### config.mk
export PLATFORM = sky130hd
export DESIGN_NAME = id_ex_stage_flat
export DESIGN_NICKNAME = d
export VERILOG_FILES = /design/src/rtl/riscv_pkg.sv /design/src/rtl/id_ex_stage_if.sv /design/src/rtl/id_ex_stage_fwd_unit.sv /design/src/rtl/id_ex_stage.sv /design/src/flat_wrapper.sv
export SDC_FILE = /design/constraint.sdc
export NUM_CORES = 1
export LEC_CHECK = 0
export ABC_AREA = 1
export BUFFER_PORTS_ARGS = -buffer_cell sky130_fd_sc_hd__buf_4
export CAP_MARGIN = 20
export CELL_PAD_IN_SITES_DETAIL_PLACEMENT = 1
export CELL_PAD_IN_SITES_GLOBAL_PLACEMENT = 1
export CORE_MARGIN = 10
export CORE_UTILIZATION = 34
export CTS_CLUSTER_SIZE = 40
export DETAILED_ROUTE_END_ITERATION = 12
export PLACE_DENSITY_LB_ADDON = 0.25
export SLEW_MARGIN = 20
export SYNTH_ARGS = -nofsm -noshare
export SYNTH_HDL_FRONTEND = slang
export SYNTH_SLANG_ARGS = --single-unit
### constraint.sdc
create_clock -name clk -period 4.09 [get_ports clk]
set_input_delay 0.409 -clock clk [delete_from_list [all_inputs] [get_ports clk]]
set_output_delay 0.409 -clock clk [all_outputs]
set_load 0.005 [all_outputs]
### src/rtl/riscv_pkg.sv
// Shared RV32 core definitions: datapath widths, ALU operation codes,
// the EX-stage control bundle and a register-match helper used by the
// forwarding and hazard logic.
package riscv_pkg;

    localparam int XLEN = 32;
    localparam int RA_W = 5;

    localparam logic [4:0] ALU_ADD = 5'b00000;
    localparam logic [4:0] ALU_SUB = 5'b00010;
    localparam logic [4:0] ALU_AND = 5'b11100;
    localparam logic [4:0] ALU_XOR = 5'b10000;
    localparam logic [4:0] ALU_SLL = 5'b00100;
    localparam logic [4:0] ALU_SRL = 5'b10100;
    localparam logic [4:0] ALU_SRA = 5'b10110;

    typedef struct packed {
        logic [4:0] alu_sel;
        logic       a_pc;
        logic       b_imm;
        logic       reg_write;
        logic       mem_read;
        logic       mem_write;
    } ex_ctrl_t;

    // True when a writing stage targets source register rs; x0 never matches.
    function automatic logic reg_hit(input logic            we,
                                     input logic [RA_W-1:0] wr_rd,
                                     input logic [RA_W-1:0] rs);
        return we && (rs != '0) && (rs == wr_rd);
    endfunction

endpackage

### src/rtl/id_ex_stage_if.sv
// Bundle between decode, the later pipeline stages and the ID/EX stage.
// master = the surrounding pipeline (drives decode and bypass values),
// slave  = id_ex_stage (drives ALU operands, EX control and hazard_stall).
interface id_ex_stage_if #(
    parameter int XLEN = riscv_pkg::XLEN,
    parameter int RA_W = riscv_pkg::RA_W
);

    logic            id_valid;
    logic            stall;
    logic            flush;
    logic [XLEN-1:0] id_pc;
    logic [XLEN-1:0] id_rs1_data;
    logic [XLEN-1:0] id_rs2_data;
    logic [XLEN-1:0] id_imm;
    logic [RA_W-1:0] id_rs1;
    logic [RA_W-1:0] id_rs2;
    logic [RA_W-1:0] id_rd;
    logic [4:0]      id_alu_sel;
    logic            id_a_pc;
    logic            id_b_imm;
    logic            id_reg_write;
    logic            id_mem_read;
    logic            id_mem_write;

    logic [RA_W-1:0] mem_rd;
    logic            mem_reg_write;
    logic [XLEN-1:0] mem_result;
    logic [RA_W-1:0] wb_rd;
    logic            wb_reg_write;
    logic [XLEN-1:0] wb_result;

    logic            hazard_stall;
    logic            ex_valid;
    logic [XLEN-1:0] alu_a;
    logic [XLEN-1:0] alu_b;
    logic [4:0]      alu_sel;
    logic [XLEN-1:0] ex_store_data;
    logic [RA_W-1:0] ex_rd;
    logic            ex_reg_write;
    logic            ex_mem_read;
    logic            ex_mem_write;

    modport master (
        output id_valid, stall, flush, id_pc, id_rs1_data, id_rs2_data, id_imm,
               id_rs1, id_rs2, id_rd, id_alu_sel, id_a_pc, id_b_imm,
               id_reg_write, id_mem_read, id_mem_write,
               mem_rd, mem_reg_write, mem_result, wb_rd, wb_reg_write, wb_result,
        input  hazard_stall, ex_valid, alu_a, alu_b, alu_sel, ex_store_data,
               ex_rd, ex_reg_write, ex_mem_read, ex_mem_write
    );

    modport slave (
        input  id_valid, stall, flush, id_pc, id_rs1_data, id_rs2_data, id_imm,
               id_rs1, id_rs2, id_rd, id_alu_sel, id_a_pc, id_b_imm,
               id_reg_write, id_mem_read, id_mem_write,
               mem_rd, mem_reg_write, mem_result, wb_rd, wb_reg_write, wb_result,
        output hazard_stall, ex_valid, alu_a, alu_b, alu_sel, ex_store_data,
               ex_rd, ex_reg_write, ex_mem_read, ex_mem_write
    );

endinterface

### src/rtl/id_ex_stage_fwd_unit.sv
// Per-operand bypass mux: picks the MEM result, else the WB result, else the
// value held in the ID/EX register. Only built when FORWARDING_EN is defined.
`ifdef FORWARDING_EN
module fwd_unit
    import riscv_pkg::*;
(
    input  logic [RA_W-1:0] rs,
    input  logic [XLEN-1:0] reg_val,
    input  logic [RA_W-1:0] mem_rd,
    input  logic            mem_reg_write,
    input  logic [XLEN-1:0] mem_result,
    input  logic [RA_W-1:0] wb_rd,
    input  logic            wb_reg_write,
    input  logic [XLEN-1:0] wb_result,
    output logic [XLEN-1:0] fwd_val
);

    // MEM holds the younger write, so it wins over WB for the same register
    always_comb begin
        fwd_val = reg_val;
        if (reg_hit(mem_reg_write, mem_rd, rs)) begin
            fwd_val = mem_result;
        end else if (reg_hit(wb_reg_write, wb_rd, rs)) begin
            fwd_val = wb_result;
        end
    end

endmodule
`endif

### src/rtl/id_ex_stage.sv
// ID/EX pipeline register with operand forwarding and load-use bubbling.
// Build option FORWARDING_EN: when defined, rs1/rs2 are bypassed from MEM/WB
// and only load-use hazards stall; when undefined, no bypass exists and decode
// stalls on any pending write in EX or MEM (the register file is write-first,
// so WB needs no check).
module id_ex_stage
    import riscv_pkg::*;
(
    input  logic         clk,
    input  logic         reset,
    id_ex_stage_if.slave bus
);

    logic            valid_q;
    logic [XLEN-1:0] pc_q;
    logic [XLEN-1:0] rs1_data_q;
    logic [XLEN-1:0] rs2_data_q;
    logic [XLEN-1:0] imm_q;
    logic [RA_W-1:0] rs1_q;
    logic [RA_W-1:0] rs2_q;
    logic [RA_W-1:0] rd_q;
    ex_ctrl_t        ctrl_q;
    ex_ctrl_t        id_ctrl;

    logic [XLEN-1:0] fwd_rs1;
    logic [XLEN-1:0] fwd_rs2;
    logic            hazard;

    assign id_ctrl = '{alu_sel:   bus.id_alu_sel,
                       a_pc:      bus.id_a_pc,
                       b_imm:     bus.id_b_imm,
                       reg_write: bus.id_reg_write,
                       mem_read:  bus.id_mem_read,
                       mem_write: bus.id_mem_write};

`ifdef FORWARDING_EN
    fwd_unit u_fwd_rs1 (
        .rs            (rs1_q),
        .reg_val       (rs1_data_q),
        .mem_rd        (bus.mem_rd),
        .mem_reg_write (bus.mem_reg_write),
        .mem_result    (bus.mem_result),
        .wb_rd         (bus.wb_rd),
        .wb_reg_write  (bus.wb_reg_write),
        .wb_result     (bus.wb_result),
        .fwd_val       (fwd_rs1)
    );

    fwd_unit u_fwd_rs2 (
        .rs            (rs2_q),
        .reg_val       (rs2_data_q),
        .mem_rd        (bus.mem_rd),
        .mem_reg_write (bus.mem_reg_write),
        .mem_result    (bus.mem_result),
        .wb_rd         (bus.wb_rd),
        .wb_reg_write  (bus.wb_reg_write),
        .wb_result     (bus.wb_result),
        .fwd_val       (fwd_rs2)
    );

    // A load in EX cannot forward in time; unused operands are compared too
    assign hazard = valid_q && ctrl_q.mem_read && (rd_q != '0) && bus.id_valid &&
                    ((rd_q == bus.id_rs1) || (rd_q == bus.id_rs2));
`else
    logic unused_bypass;

    assign fwd_rs1 = rs1_data_q;
    assign fwd_rs2 = rs2_data_q;

    // Without bypass, wait until every pending EX/MEM write has reached the register file
    assign hazard = bus.id_valid &&
                    (reg_hit(valid_q && ctrl_q.reg_write, rd_q, bus.id_rs1) ||
                     reg_hit(valid_q && ctrl_q.reg_write, rd_q, bus.id_rs2) ||
                     reg_hit(bus.mem_reg_write, bus.mem_rd, bus.id_rs1)    ||
                     reg_hit(bus.mem_reg_write, bus.mem_rd, bus.id_rs2));

    assign unused_bypass = ^{rs1_q, rs2_q, bus.mem_result, bus.wb_rd,
                             bus.wb_reg_write, bus.wb_result};
`endif

    // Pipeline register: reset, then flush, stall (with operand refresh), hazard bubble, capture
    always_ff @(posedge clk) begin
        if (reset) begin
            valid_q    <= 1'b0;
            pc_q       <= '0;
            rs1_data_q <= '0;
            rs2_data_q <= '0;
            imm_q      <= '0;
            rs1_q      <= '0;
            rs2_q      <= '0;
            rd_q       <= '0;
            ctrl_q     <= '0;
        end else if (bus.flush) begin
            valid_q <= 1'b0;
            ctrl_q  <= '0;
        end else if (bus.stall) begin
            rs1_data_q <= fwd_rs1;
            rs2_data_q <= fwd_rs2;
        end else if (hazard) begin
            valid_q <= 1'b0;
            ctrl_q  <= '0;
        end else begin
            valid_q    <= bus.id_valid;
            pc_q       <= bus.id_pc;
            rs1_data_q <= bus.id_rs1_data;
            rs2_data_q <= bus.id_rs2_data;
            imm_q      <= bus.id_imm;
            rs1_q      <= bus.id_rs1;
            rs2_q      <= bus.id_rs2;
            rd_q       <= bus.id_rd;
            ctrl_q     <= id_ctrl;
        end
    end

    // Operand selection and EX control; control is gated so bubbles never write
    always_comb begin
        bus.hazard_stall  = hazard;
        bus.ex_valid      = valid_q;
        bus.alu_a         = ctrl_q.a_pc  ? pc_q  : fwd_rs1;
        bus.alu_b         = ctrl_q.b_imm ? imm_q : fwd_rs2;
        bus.alu_sel       = ctrl_q.alu_sel;
        bus.ex_store_data = fwd_rs2;
        bus.ex_rd         = rd_q;
        bus.ex_reg_write  = valid_q & ctrl_q.reg_write;
        bus.ex_mem_read   = valid_q & ctrl_q.mem_read;
        bus.ex_mem_write  = valid_q & ctrl_q.mem_write;
    end

endmodule

### src/flat_wrapper.sv
// flat-port wrapper written by rule: the top's interface ports become plain ports
module id_ex_stage_flat import riscv_pkg::*;
  (clk, reset, bus_id_valid, bus_stall, bus_flush, bus_id_pc, bus_id_rs1_data, bus_id_rs2_data, bus_id_imm, bus_id_rs1, bus_id_rs2, bus_id_rd, bus_id_alu_sel, bus_id_a_pc, bus_id_b_imm, bus_id_reg_write, bus_id_mem_read, bus_id_mem_write, bus_mem_rd, bus_mem_reg_write, bus_mem_result, bus_wb_rd, bus_wb_reg_write, bus_wb_result, bus_hazard_stall, bus_ex_valid, bus_alu_a, bus_alu_b, bus_alu_sel, bus_ex_store_data, bus_ex_rd, bus_ex_reg_write, bus_ex_mem_read, bus_ex_mem_write);
  id_ex_stage_if bus_i ();
  input  logic clk;
  input  logic reset;
  input wire logic [$bits(bus_i.id_valid)-1:0] bus_id_valid;
  input wire logic [$bits(bus_i.stall)-1:0] bus_stall;
  input wire logic [$bits(bus_i.flush)-1:0] bus_flush;
  input wire logic [$bits(bus_i.id_pc)-1:0] bus_id_pc;
  input wire logic [$bits(bus_i.id_rs1_data)-1:0] bus_id_rs1_data;
  input wire logic [$bits(bus_i.id_rs2_data)-1:0] bus_id_rs2_data;
  input wire logic [$bits(bus_i.id_imm)-1:0] bus_id_imm;
  input wire logic [$bits(bus_i.id_rs1)-1:0] bus_id_rs1;
  input wire logic [$bits(bus_i.id_rs2)-1:0] bus_id_rs2;
  input wire logic [$bits(bus_i.id_rd)-1:0] bus_id_rd;
  input wire logic [$bits(bus_i.id_alu_sel)-1:0] bus_id_alu_sel;
  input wire logic [$bits(bus_i.id_a_pc)-1:0] bus_id_a_pc;
  input wire logic [$bits(bus_i.id_b_imm)-1:0] bus_id_b_imm;
  input wire logic [$bits(bus_i.id_reg_write)-1:0] bus_id_reg_write;
  input wire logic [$bits(bus_i.id_mem_read)-1:0] bus_id_mem_read;
  input wire logic [$bits(bus_i.id_mem_write)-1:0] bus_id_mem_write;
  input wire logic [$bits(bus_i.mem_rd)-1:0] bus_mem_rd;
  input wire logic [$bits(bus_i.mem_reg_write)-1:0] bus_mem_reg_write;
  input wire logic [$bits(bus_i.mem_result)-1:0] bus_mem_result;
  input wire logic [$bits(bus_i.wb_rd)-1:0] bus_wb_rd;
  input wire logic [$bits(bus_i.wb_reg_write)-1:0] bus_wb_reg_write;
  input wire logic [$bits(bus_i.wb_result)-1:0] bus_wb_result;
  output wire logic [$bits(bus_i.hazard_stall)-1:0] bus_hazard_stall;
  output wire logic [$bits(bus_i.ex_valid)-1:0] bus_ex_valid;
  output wire logic [$bits(bus_i.alu_a)-1:0] bus_alu_a;
  output wire logic [$bits(bus_i.alu_b)-1:0] bus_alu_b;
  output wire logic [$bits(bus_i.alu_sel)-1:0] bus_alu_sel;
  output wire logic [$bits(bus_i.ex_store_data)-1:0] bus_ex_store_data;
  output wire logic [$bits(bus_i.ex_rd)-1:0] bus_ex_rd;
  output wire logic [$bits(bus_i.ex_reg_write)-1:0] bus_ex_reg_write;
  output wire logic [$bits(bus_i.ex_mem_read)-1:0] bus_ex_mem_read;
  output wire logic [$bits(bus_i.ex_mem_write)-1:0] bus_ex_mem_write;
  assign bus_i.id_valid = bus_id_valid;
  assign bus_i.stall = bus_stall;
  assign bus_i.flush = bus_flush;
  assign bus_i.id_pc = bus_id_pc;
  assign bus_i.id_rs1_data = bus_id_rs1_data;
  assign bus_i.id_rs2_data = bus_id_rs2_data;
  assign bus_i.id_imm = bus_id_imm;
  assign bus_i.id_rs1 = bus_id_rs1;
  assign bus_i.id_rs2 = bus_id_rs2;
  assign bus_i.id_rd = bus_id_rd;
  assign bus_i.id_alu_sel = bus_id_alu_sel;
  assign bus_i.id_a_pc = bus_id_a_pc;
  assign bus_i.id_b_imm = bus_id_b_imm;
  assign bus_i.id_reg_write = bus_id_reg_write;
  assign bus_i.id_mem_read = bus_id_mem_read;
  assign bus_i.id_mem_write = bus_id_mem_write;
  assign bus_i.mem_rd = bus_mem_rd;
  assign bus_i.mem_reg_write = bus_mem_reg_write;
  assign bus_i.mem_result = bus_mem_result;
  assign bus_i.wb_rd = bus_wb_rd;
  assign bus_i.wb_reg_write = bus_wb_reg_write;
  assign bus_i.wb_result = bus_wb_result;
  assign bus_hazard_stall = bus_i.hazard_stall;
  assign bus_ex_valid = bus_i.ex_valid;
  assign bus_alu_a = bus_i.alu_a;
  assign bus_alu_b = bus_i.alu_b;
  assign bus_alu_sel = bus_i.alu_sel;
  assign bus_ex_store_data = bus_i.ex_store_data;
  assign bus_ex_rd = bus_i.ex_rd;
  assign bus_ex_reg_write = bus_i.ex_reg_write;
  assign bus_ex_mem_read = bus_i.ex_mem_read;
  assign bus_ex_mem_write = bus_i.ex_mem_write;
  id_ex_stage u_core (.clk(clk), .reset(reset), .bus(bus_i));
endmodule
Yosys cells after proc, flatten, opt, wreduce, memory -nomap -nowiden
Cells that the tools add are included.
{"block": "totals", "ff_bits": 144, "inputBits": 234, "output_inout_bits": 111, "word_cells": 43}
{"block": "op_classes", "n_eq_ne": 4, "mux": 4, "bitwise": 6, "reduce_logical": 17}
{"cell": "2-to-1 mux 32 bit", "n": 2}
{"cell": "equality test 5 bit", "n": 4}
{"cell": "logical AND 1 bit", "n": 10}
{"cell": "2-to-1 mux 10 bit", "n": 1}
{"cell": "nonzero test 5 bit", "n": 2}
{"cell": "AND 1 bit", "n": 3}
{"cell": "logical OR 1 bit", "n": 3}
{"cell": "inverter 1 bit", "n": 3}
{"cell": "AND reduction 3 bit", "n": 1}
{"cell": "OR reduction 2 bit", "n": 1}
{"cell": "2-to-1 mux 1 bit", "n": 1}

Logic depth before layout (Yosys ltp)
{"block": "depth", "word_depth": 9, "ltp_mapped": 15, "mapped_depth_nobuf": 13}

Worst setup path before layout
OpenSTA, ideal clock, no wires.
{"block": "synth_path", "path_type": "flip-flop to output port", "from": "register u_core.valid_q, in the netlist u_core.bus.ex_valid", "to": "output bus_hazard_stall", "t_arrival_ps": 1339, "t_required_ps": 3681, "path_slack_ps": 2342, "stages_incl_launch_ff": 13, "path_buffers": 2, "cell_sequence": "dfxtp_1 -> nand2_1 -> inv_2 -> nand2_1 -> nor2_1 -> nand3_1 -> nand2_1 -> nand2_1 -> nand2_1 -> nand2_4 -> buf_6 -> buf_2 -> inv_1"}
{"block": "synth_via", "elab_chain_cells": 7, "word_cells_on_any_way": 9, "cone_classes": "reduce/logical: 9"}
{"element": "start: declaration", "line_no": "id_ex_stage.sv:14", "text": "logic valid_q;"}
{"element": "start signal: assignment", "line_no": "id_ex_stage.sv:103", "text": "valid_q <= bus.id_valid;"}
{"element": "logical AND 1 bit *", "line_no": "id_ex_stage.sv:72, id_ex_stage.sv:73"}
{"element": "logical AND 1 bit (2 in series)", "line_no": "riscv_pkg.sv:30", "text": "return we && (rs != '0) && (rs == wr_rd);"}
{"element": "logical OR 1 bit *", "line_no": "id_ex_stage.sv:72", "text": "(reg_hit(valid_q && ctrl_q.reg_write, rd_q, bus.id_rs1) ||"}
{"element": "logical OR 1 bit *", "line_no": "id_ex_stage.sv:73", "text": "reg_hit(valid_q && ctrl_q.reg_write, rd_q, bus.id_rs2) ||"}
{"element": "logical OR 1 bit *", "line_no": "id_ex_stage.sv:74", "text": "reg_hit(bus.mem_reg_write, bus.mem_rd, bus.id_rs1) ||"}
{"element": "logical AND 1 bit *", "line_no": "id_ex_stage.sv:71", "text": "assign hazard = bus.id_valid &&"}
{"element": "end: declaration", "line_no": "flat_wrapper.sv:29", "text": "output wire logic [$bits(bus_i.hazard_stall)-1:0] bus_hazard_stall;"}
Mark *: on every way between the ends. The rest lies on a longest branch, timed or not.

Worst setup path in the final report
{"block": "layout_path", "from": "register u_core.ctrl_q[4] (netlist bit)", "to": "output bus_alu_a[18]"}
{"block": "layout_via", "elab_chain_cells": 1}
{"element": "start: declaration", "line_no": "id_ex_stage.sv:22", "text": "ex_ctrl_t ctrl_q;"}
{"element": "start signal: assignment", "line_no": "id_ex_stage.sv:111", "text": "ctrl_q <= id_ctrl;"}
{"element": "2-to-1 mux 32 bit", "line_no": "id_ex_stage.sv:119", "text": "bus.alu_a = ctrl_q.a_pc ? pc_q : fwd_rs1;"}
{"element": "end: declaration", "line_no": "flat_wrapper.sv:31", "text": "output wire logic [$bits(bus_i.alu_a)-1:0] bus_alu_a;"}
No other way between the ends.

==> impl_metrics.py <==
metrics = {
    "drt": {
        "routedWlPerCell_um": 14.9,
        "route.detailed.drc": 0,
        "viasPerCell": 4.49,
        "drtAntennaViolNets": 0,
        "vias": 8931,
        "firstDrtPassIters": 5,
        "drtIter0Drc": 397,
        "wirelength_mm": 29.7,
    },
    "setup_path": {
        "worstSetupPathType": "reg -> out",
        "cp_top_family": "flip-flops",
        "cp_cell_sequence": "buf_4 -> nand2_1 -> o21ai_0 -> buf_4",
        "startpoint_type": "flop",
        "cp.required_ns": 3.68,
        "crit_path_start": "u_core.ctrl_q[4]",
        "cp_max_fo": 56,
        "critPathSlowestCell": "dfxtp_2",
        "r2r_cells": 14,
        "cp_common_cell": "buf_4",
        "slowest_delay_ns": 0.96,
        "r2r_slack_ns": 1.80,
        "critPathBufInv": 2,
        "worstReg2RegEnd": "u_core.imm_q[5]",
        "worstReg2RegStart": "u_core.bus.ex_valid",
        "timing.critical_path.arrival_ns": 2.01,
        "end_kind": "output port",
    },
    "final_layout": {
        "fin_util_pct": 45.8,
        "fin_area_um2": 11100,
        "areaGrowthSynthToFinish_pct": 33.1,
        "final_net_count": 1885,
        "drive_gt1_share_pct": 21.4,
        "n_fill_cell": 3331,
    },
    "hold_path": {
        "hp-start": "bus_id_a_pc",
        "hold_depth": 3,
        "hold_end": "u_core.ctrl_q[4]",
        "hp-class": "in -> reg",
    },
    "floorplan": {
        "ios": 345,
        "fp.dieW_um": 176,
        "start_util_pct": 34.4,
        "num_rows": 57,
        "coreArea_um2": 24200,
        "dieHeight_um": 176,
        "dieArea_um2": 31100,
    },
    "run": {
        "max_cap_violations": 0,
    },
    "synth": {
        "synth_cell_types": 17,
        "ys_top_cells_by_area": "dfxtp_1, nand2_1, inv_1, nand4_1, nor2_1",
        "synth.largest_area_cell": "dfxtp_1",
        "syn_nets": 1675,
        "avgSynthCellArea_um2": 5.77,
        "ys_seq_elements": 144,
        "netlist_instances": 1441,
        "ys_warn_count": 0,
        "seq_area_frac_synth_pct": 34.7,
        "synth_top_area_share_pct": 34.7,
        "synth_area_um2": 8320,
    },
    "sta": {
        "relSlewSlack_pct": 33.9,
        "fmax_ghz": 0.413,
        "final_max_slew_viol_count": 0,
        "skew_ns": 0.0140,
        "finalSetupViolations": 0,
        "fin_crit_sh_pct": 59.2,
        "fin_crit_ns": 2.42,
        "rsz0062_at_grt": "no",
        "finalSetupTns_ns": 0,
        "hold-worst-slack_ns": 0.261,
        "hold_viol": 0,
        "worst_slew_pin_slew_ns": 0.991,
    },
    "grt": {
        "grt.total_usage_pct": 18.6,
        "antenna_found_initial": 2,
        "grt_pass1_vias": 9012,
        "grt_first_pass_wirelength_mm": 47.1,
        "grt_start_max_net_pins": 84,
        "overflow": 0,
    },
    "clock_network": {
        "cts_tree": "yes",
        "htreeDepth": 4,
        "hold_buffers": 0,
        "clkLatencyLatePin_ns": 0.43,
        "cts_resized": 0,
        "numCtsBuffers": 17,
        "clkTransAtPathRegs_ns": 0.06,
        "cts_sinks": 144,
        "cts_buffer_depth": 2,
        "cts-root-buf": "clkbuf_16",
        "postCtsSetupBuffers": 0,
    },
    "pwr": {
        "p_total_uw": 3900,
        "powerDensity_nw_per_um2": 353,
        "peakVddDrop_uv": 204,
        "p_leak_uw": 0.00643,
    },
    "run_status": {
        "run_status": "complete, no violations",
    },
    "placement": {
        "port_buffers": 274,
        "post_dp_cell_area_um2": 10500,
        "dp_hpwl_mm": 20.5,
        "place_congestion": 0.861,
    },
}
==> placed cells by master, fill, tap and decap left out, drive strengths merged <==
cell	n
buf	284
nor2	149
clkinvlp	4
nand3	17
dfxtp	144
clkbuf	19
nand4	134
a21oi	11
bufinv	2
clkinv	2
inv	425
nand2	407
nor3	2
o21ai	64
diode	2
==> Yosys cell counts <==
library cell	n
nand2_1	406
inv_1	384
nor2_1	149
dfxtp_1	144
nand4_1	134
o21ai_0	64
clkbuf_1	47
inv_2	36
buf_1	20
nand3_1	16
buf_2	12
a21oi_1	11
buf_6	9
buf_4	5
nor3_1	2
nand2_4	1
nand3_2	1
==> through the flow <==
stage                     std cells  worst slack [ns]
after floorplan                1441              2.34
after global placement         1956              1.64
after detailed placement       1956              1.65
after CTS                      1988              1.60
after global routing           1989              1.44
final                          1990              1.67
==> worst max path at each step <==
stage,end,slack [ns],depth (start not counted)
after detailed placement,u_core.bus.ex_rd[3],1.65,14
after global routing,bus_alu_a[18],1.44,4
after CTS,bus_alu_a[18],1.60,4
final,bus_alu_a[18],1.67,4
after floorplan,bus_hazard_stall,2.34,12
after global placement,u_core.bus.ex_rd[3],1.64,14
==> layout make-up <==
cell class / count / area, um2 / area share, %
antenna: 2 / 5.00 / 0.0452
clock buffer: 19 / 453 / 4.09
clock inverter: 13 / 151 / 1.37
inverter: 420 / 1580 / 14.3
multi-input combinational: 784 / 3420 / 30.9
sequential: 144 / 2890 / 26.1
tap: 324 / 405 / 3.66
timing repair buffer: 284 / 2170 / 19.6
==> metal layers <==
layer / track usage, % / routed length (um)
met5: 0 / 13
met3: 5.23 / 1650
met4: 5.39 / 565
met1: 22.3 / 13200
met2: 31.8 / 14300
==> where the power goes <==
group	total (uW)	internal (uW)	switching (uW)	leakage [uW]
Clock	1600	943	661	0.000284
Sequential	1550	1500	51.5	0.00119
Combinational	749	342	407	0.00496
==> state kept, by name (all words and copies together) (netlist names) <==
| signal | cells |
|---|---|
| u_core.bus.ex_store_data | 32 |
| u_core.fwd_rs1 | 32 |
| u_core.imm_q | 32 |
| u_core.pc_q | 32 |
| u_core.bus.alu_sel | 5 |
| u_core.bus.ex_rd | 5 |
| u_core.ctrl_q | 5 |
| u_core.bus.ex_valid | 1 |
==> cell families after synthesis <==
group	count (synthesis)	share of synthesized area (%)
and+or+nand+nor	709	36.5
buffers and inverters	513	24.4
DFF	144	34.7
AOI/OAI and AO/OA	75	4.51
==> worst min-delay path: cells and delay by family <==
family / cells / cell delay (ns)
AOI/OAI and AO/OA: 1 / 0.06
buffers and inverters: 1 / 0.11
and+or+nand+nor: 1 / 0.07
Note: power is estimated with default switching activity, not from simulation.
